**config.mk**
```make
export PLATFORM = sky130hd
export DESIGN_NAME = ram_arbiter
export DESIGN_NICKNAME = d
export VERILOG_FILES = /design/src/rtl/ram_arbiter.sv
export SDC_FILE = /design/constraint.sdc
export NUM_CORES = 1
export LEC_CHECK = 0
export BUFFER_PORTS_ARGS = -buffer_cell sky130_fd_sc_hd__buf_2
export CAP_MARGIN = 40
export CELL_PAD_IN_SITES_DETAIL_PLACEMENT = 1
export CELL_PAD_IN_SITES_GLOBAL_PLACEMENT = 2
export CORE_MARGIN = 2
export CORE_UTILIZATION = 26
export DETAILED_ROUTE_END_ITERATION = 10
export PLACE_DENSITY = 0.89
export SYNTH_ARGS = -nofsm -noshare
export SYNTH_HDL_FRONTEND = slang
export SYNTH_SLANG_ARGS = --single-unit
```
**constraint.sdc**
```tcl
create_clock -name clk -period 5.6 [get_ports clk]
set_clock_uncertainty 0.2 [all_clocks]
set_input_delay 0 -clock clk [delete_from_list [all_inputs] [get_ports clk]]
set_output_delay 0 -clock clk [all_outputs]
set_load 0.02 [all_outputs]
```
**src/rtl/ram_arbiter.sv**
```systemverilog
`default_nettype none
// ============================================================================
//  Module   : ram_arbiter
//  Purpose  : Shares one single-port block RAM between an instruction-fetch
//             port (word reads) and a data port (byte/half/word loads and
//             stores). One grant per cycle, no bubbles; returns arrive one
//             cycle after the grant.
//  Revision : 1.0  initial release
// ----------------------------------------------------------------------------
//  Parameters
//    RR_EN          1 = round-robin on contention, 0 = data port always wins
//  Ports
//    clk, rst       clock, asynchronous active-high reset
//    inst_req/addr  fetch request (held until granted), byte address
//    inst_gnt       fetch accepted this cycle (combinational)
//    inst_rvalid    fetch word returned on inst_rdata
//    data_req/we    data request (held until granted), 1 = store
//    data_size      0 byte, 1 half, 2/3 word
//    data_unsigned  load zero-extend (1) or sign-extend (0)
//    data_addr      data byte address
//    data_wdata     store data, right-aligned
//    data_gnt       data request accepted this cycle (combinational)
//    data_rvalid    load result on data_rdata
//    data_err       one-cycle pulse for a misaligned access
//    ram_*          block RAM port A controls; ram_douta is valid one
//                   cycle after the issuing edge
// ============================================================================
module ram_arbiter #(
  parameter int RR_EN = 1
) (
  input  logic        clk,
  input  logic        rst,
  input  logic        inst_req,
  input  logic [31:0] inst_addr,
  output logic        inst_gnt,
  output logic        inst_rvalid,
  output logic [31:0] inst_rdata,
  input  logic        data_req,
  input  logic        data_we,
  input  logic [1:0]  data_size,
  input  logic        data_unsigned,
  input  logic [31:0] data_addr,
  input  logic [31:0] data_wdata,
  output logic        data_gnt,
  output logic        data_rvalid,
  output logic [31:0] data_rdata,
  output logic        data_err,
  output logic        ram_ena,
  output logic [3:0]  ram_wea,
  output logic [31:0] ram_addra,
  output logic [31:0] ram_dina,
  input  logic [31:0] ram_douta
);

  // Arbitration and pending-return state
  logic        r_prio_data;   // 1: data port wins the next contended cycle
  logic        r_pend_valid;
  logic        r_pend_data;   // 1: pending return belongs to the data port
  logic        r_pend_err;
  logic [1:0]  r_pend_size;
  logic [1:0]  r_pend_lane;
  logic        r_pend_uns;
  logic [31:0] r_inst_rdata;  // last delivered words, held between returns
  logic [31:0] r_data_rdata;

  logic [1:0]  w_size;
  logic        w_misaligned;
  logic        w_data_win;
  logic        w_data_ok;
  logic [3:0]  w_be;
  logic [31:0] w_wdata;
  logic [31:0] w_shift;
  logic [31:0] w_load;
  logic        w_unused;

  // Fetches are always whole words; the low address bits carry no meaning.
  assign w_unused = ^inst_addr[1:0];

  assign w_size       = (data_size == 2'd3) ? 2'd2 : data_size;
  assign w_misaligned = ((w_size == 2'd1) && data_addr[0]) ||
                        ((w_size == 2'd2) && (data_addr[1:0] != 2'b00));

  // Grants are combinational; reset suppresses them so the RAM stays idle.
  assign w_data_win = (RR_EN != 0) ? (!inst_req || r_prio_data) : 1'b1;
  assign data_gnt   = !rst && data_req && w_data_win;
  assign inst_gnt   = !rst && inst_req && !data_gnt;

  // A misaligned data access is accepted but never reaches the RAM.
  assign w_data_ok  = data_gnt && !w_misaligned;

  always_comb begin
    w_be    = 4'b1111;
    w_wdata = data_wdata;
    case (w_size)
      2'd0: begin
        w_be    = 4'b0001 << data_addr[1:0];
        w_wdata = {4{data_wdata[7:0]}};
      end
      2'd1: begin
        w_be    = 4'b0011 << data_addr[1:0];
        w_wdata = {2{data_wdata[15:0]}};
      end
      default: begin
        w_be    = 4'b1111;
        w_wdata = data_wdata;
      end
    endcase
  end

  assign ram_ena   = inst_gnt || w_data_ok;
  assign ram_wea   = (w_data_ok && data_we) ? w_be : 4'b0000;
  assign ram_addra = {2'b00, (inst_gnt ? inst_addr[31:2] : data_addr[31:2])};
  assign ram_dina  = w_wdata;

  // Load alignment: bring the addressed lane down to bit 0, then extend.
  assign w_shift = ram_douta >> {r_pend_lane, 3'b000};

  always_comb begin
    w_load = w_shift;
    case (r_pend_size)
      2'd0:    w_load = r_pend_uns ? {24'h000000, w_shift[7:0]}
                                   : {{24{w_shift[7]}}, w_shift[7:0]};
      2'd1:    w_load = r_pend_uns ? {16'h0000, w_shift[15:0]}
                                   : {{16{w_shift[15]}}, w_shift[15:0]};
      default: w_load = w_shift;
    endcase
  end

  assign inst_rvalid = r_pend_valid && !r_pend_data;
  assign data_rvalid = r_pend_valid && r_pend_data;
  assign data_err    = r_pend_err;
  assign inst_rdata  = inst_rvalid ? ram_douta : r_inst_rdata;
  assign data_rdata  = data_rvalid ? w_load    : r_data_rdata;

  always_ff @(posedge clk or posedge rst) begin
    if (rst) begin
      r_prio_data  <= 1'b1;
      r_pend_valid <= 1'b0;
      r_pend_data  <= 1'b0;
      r_pend_err   <= 1'b0;
      r_pend_size  <= 2'd0;
      r_pend_lane  <= 2'd0;
      r_pend_uns   <= 1'b0;
      r_inst_rdata <= 32'h0;
      r_data_rdata <= 32'h0;
    end else begin
      // The port just served loses the next contended cycle.
      if (inst_gnt || data_gnt) begin
        r_prio_data <= inst_gnt;
      end
      r_pend_valid <= inst_gnt || (w_data_ok && !data_we);
      r_pend_data  <= data_gnt;
      r_pend_err   <= data_gnt && w_misaligned;
      if (data_gnt) begin
        r_pend_size <= w_size;
        r_pend_lane <= data_addr[1:0];
        r_pend_uns  <= data_unsigned;
      end
      if (inst_rvalid) begin
        r_inst_rdata <= ram_douta;
      end
      if (data_rvalid) begin
        r_data_rdata <= w_load;
      end
    end
  end

endmodule
`default_nettype wire

```
==> flow_summary.ini <==
[global_routing]
grt_pass1_wl_mm = 24.4
grt_max_degree = 58
antenna_found_initial = 0
grt_pass1_vias = 4375
grtUsageTotal = 0.190
overflow = 0

[logic_synthesis]
synth_compound_area_frac = 0.128
syn_avg_cell_area_sq_um = 11.8
synthMuxAreaShare = 0.308
synth-seq-cells = 73
synth_edf_count = 0
yosysWarnings = 0
seq_area_frac_synth = 0.441
yosysTopAreaCell = dfrtp_1
netlist_area_sq_mm = 0.00414
async_flop_share = 1.00
syn_inst = 352
synth_most_common_cell = mux2_2
ys_top_cells_by_count = mux2_2, dfrtp_1, nand2_1, o21ai_0, a21oi_1
synth_cell_types = 40
synthAdderAreaFrac = 0
synth-xor-area-share = 0.00846
ys.flop_type = dfrtp_1
synth_top_area_share = 0.435
synth.top_cells.by_area = dfrtp_1, mux2_2, mux2i_1, a221o_2, o21ai_0
synth-simple-area-share = 0.0607
synth_top_family_by_area = multiplexers

[drt]
viasPerCell = 4.71
drc = 0
wl_mm = 16.7
dr.pass1.iters = 4
ant_nets = 0
routedWlPerCell_microns = 19.3
vias = 4074
drt_iter0_drc = 143

[die]
die_area_sq_mm = 0.0170
die_width_microns = 130
core_area_sq_mm = 0.0157
die_h_microns = 130
num_io_pins = 274
fp-row-count = 46
initial_core_util = 0.264

[worst_hold_path]
hold_path.class = in -> async

[timing]
tightest_slew_ps = 822
setup_viol = 0
period_share = 0.526
timing.hold.ws_ps = 56.8
fmax_mhz = 340
min_period_ps = 2940
finalMaxSlewViolations = 0
slew_headroom = 0.450
rsz0062_at_grt = false
hold_viol = 0
setup_slack_ps = 2660
setup-tns-final_ps = 0

[critical_path]
arrival_ps = 2740
reg2reg_depth = 5
rr_startpoint = r_pend_lane[0]$_DFFE_PP0P_
r2r-end = r_data_rdata[14]$_DFF_PP0_
worst_ep_required_time_ps = 5400
r2r_slack_ps = 3090
crit_fanout = 21
setup.worst_path.class = reg -> out
crit_path_end_kind = primary output
start_kind = flop

[placement]
finalWeightedCongestion = 0.847
place_ws_ps = 3000
placed_area_sq_mm = 0.00571
place_hpwl_mm = 12.8
port_buffers = 269

[final_layout]
drive_above_1_share = 0.627
area_delta_synth_final_pct = 55.0
final_area_sq_mm = 0.00642
final_nets = 781
n_antenna_cell = 0

[pwr]
p_int_w = 0.00152
switchingPower_w = 0.000890
worst_ir_drop_vdd_v = 0.000169
sequentialPowerShare = 0.320
powerDensity_mw_per_mm2 = 375
pwr-share-clk = 0.254
p_leak_nw = 3.16
p_comb_frac = 0.426
swShare = 0.369

[clock_network]
cts_inserted_buffers = 9
clockBufferDepth = 2
cts_setup_buffers = 0
cts_hold_buf = 40
cts_tree = yes
insertion_delay_ps = 330
cts_max_level = 3
ctsResizeCount = 0
cts_sinks = 73
clk_pin_slew_ps = 60
cts-root-buf = clkbuf_16

[flow_run]
max_cap_viol_count = 0

[status]
status = finished clean
-- per-stage QoR --
step           std cells  utilization  power, W
6_report             865        0.409   0.00241
5_1_grt              865        0.409   0.00253
4_1_cts              865        0.409   0.00242
3_5_place_dp         810        0.363   0.00178
3_3_place_gp         805        0.356   0.00172
2_1_floorplan        353            -   0.00140
-- kinds of logic after synthesis --
logic type	after synthesis
other cells	1
xor+xnor	4
mux	114
buf+inv	42
flops	73
compound gates	71
simple gates	47
-- cells in the final DEF (no fill, tap or decap), types with 2 or more instances in the layout --
cell type,instances
buf_4,3
nor3_1,3
nor3b_2,2
a22o_1,7
clkbuf_16,9
dfrtp_1,72
xor2_1,3
clkbuf_1,2
bufinv_16,2
buf_16,3
inv_1,4
nand2_1,18
a211oi_1,7
a21oi_1,17
nor2_1,5
a221o_1,7
mux2i_1,15
conb_1,2
buf_2,269
nor2b_1,8
clkinv_2,2
nand2b_1,2
a221o_2,9
nand3b_1,2
dlygate4sd3_1,40
mux2_2,98
o21ai_0,18
-- worst max-delay path by stage --
stage | startpoint | endpoint | slack, ps | depth (start not counted)
6_report | r_pend_lane[0]$_DFFE_PP0P_ | data_rdata[8] | 2660 | 6
5_1_grt | r_pend_data$_DFF_PP0_ | data_rdata[31] | 2500 | 5
4_1_cts | r_pend_lane[0]$_DFFE_PP0P_ | data_rdata[8] | 2630 | 6
3_5_place_dp | r_pend_lane[0]$_DFFE_PP0P_ | data_rdata[13] | 3000 | 6
3_3_place_gp | r_pend_lane[1]$_DFFE_PP0P_ | data_rdata[16] | 2530 | 5
2_1_floorplan | rst | ram_wea[1] | 2360 | 5
-- layer usage --
| metal | up-vias | share of wire | global-route usage | wire length, microns |
|---|---|---|---|---|
| li1 | 1868 | - | - | - |
| met1 | 1996 | 0.37 | 0.207 | 6180 |
| met2 | 184 | 0.55 | 0.362 | 9180 |
| met3 | 26 | 0.060 | 0.0426 | 1000 |
| met4 | 0 | 0.020 | 0.0633 | 335 |
| met5 | - | 0 | 0 | 0 |
-- registers in the layout, summed over array words and instances, names as in the netlist --
| register | count |
|---|---|
| r_prio_data | 1 |
| r_data_rdata | 32 |
| r_inst_rdata | 32 |
| r_pend_valid | 1 |
| r_pend_size | 2 |
| r_pend_lane | 2 |
| data_err | 1 |
| r_pend_data | 1 |
| r_pend_uns | 1 |
-- worst max-delay path, cell delays in order, from the launching register on --
cell and delay (ps):
dfrtp_1 610, buf_16 280, mux4_2 350, nand2b_1 80, a21oi_1 610, a22o_1 290
buf_2 190
-- power groups by stage --
stage                     clock [W]  combinational, W  sequential [W]
after floorplan                   0          0.000666        0.000739
after global placement            0          0.000940        0.000779
after detailed placement          0           0.00100        0.000777
after CTS                  0.000624           0.00103        0.000770
after global routing       0.000649           0.00109        0.000787
final                      0.000612           0.00103        0.000771
-- layout make-up --
type,count,area [sq um]
Fill cell,1820,9290
Multi-Input combinational cell,238,2110
Timing Repair Buffer,317,1880
Sequential cell,73,1830
Tap cell,216,270
Clock buffer,12,246
Clock inverter,3,65.1
Inverter,6,23.8
No activity file was read; power rests on OpenSTA's default activity.
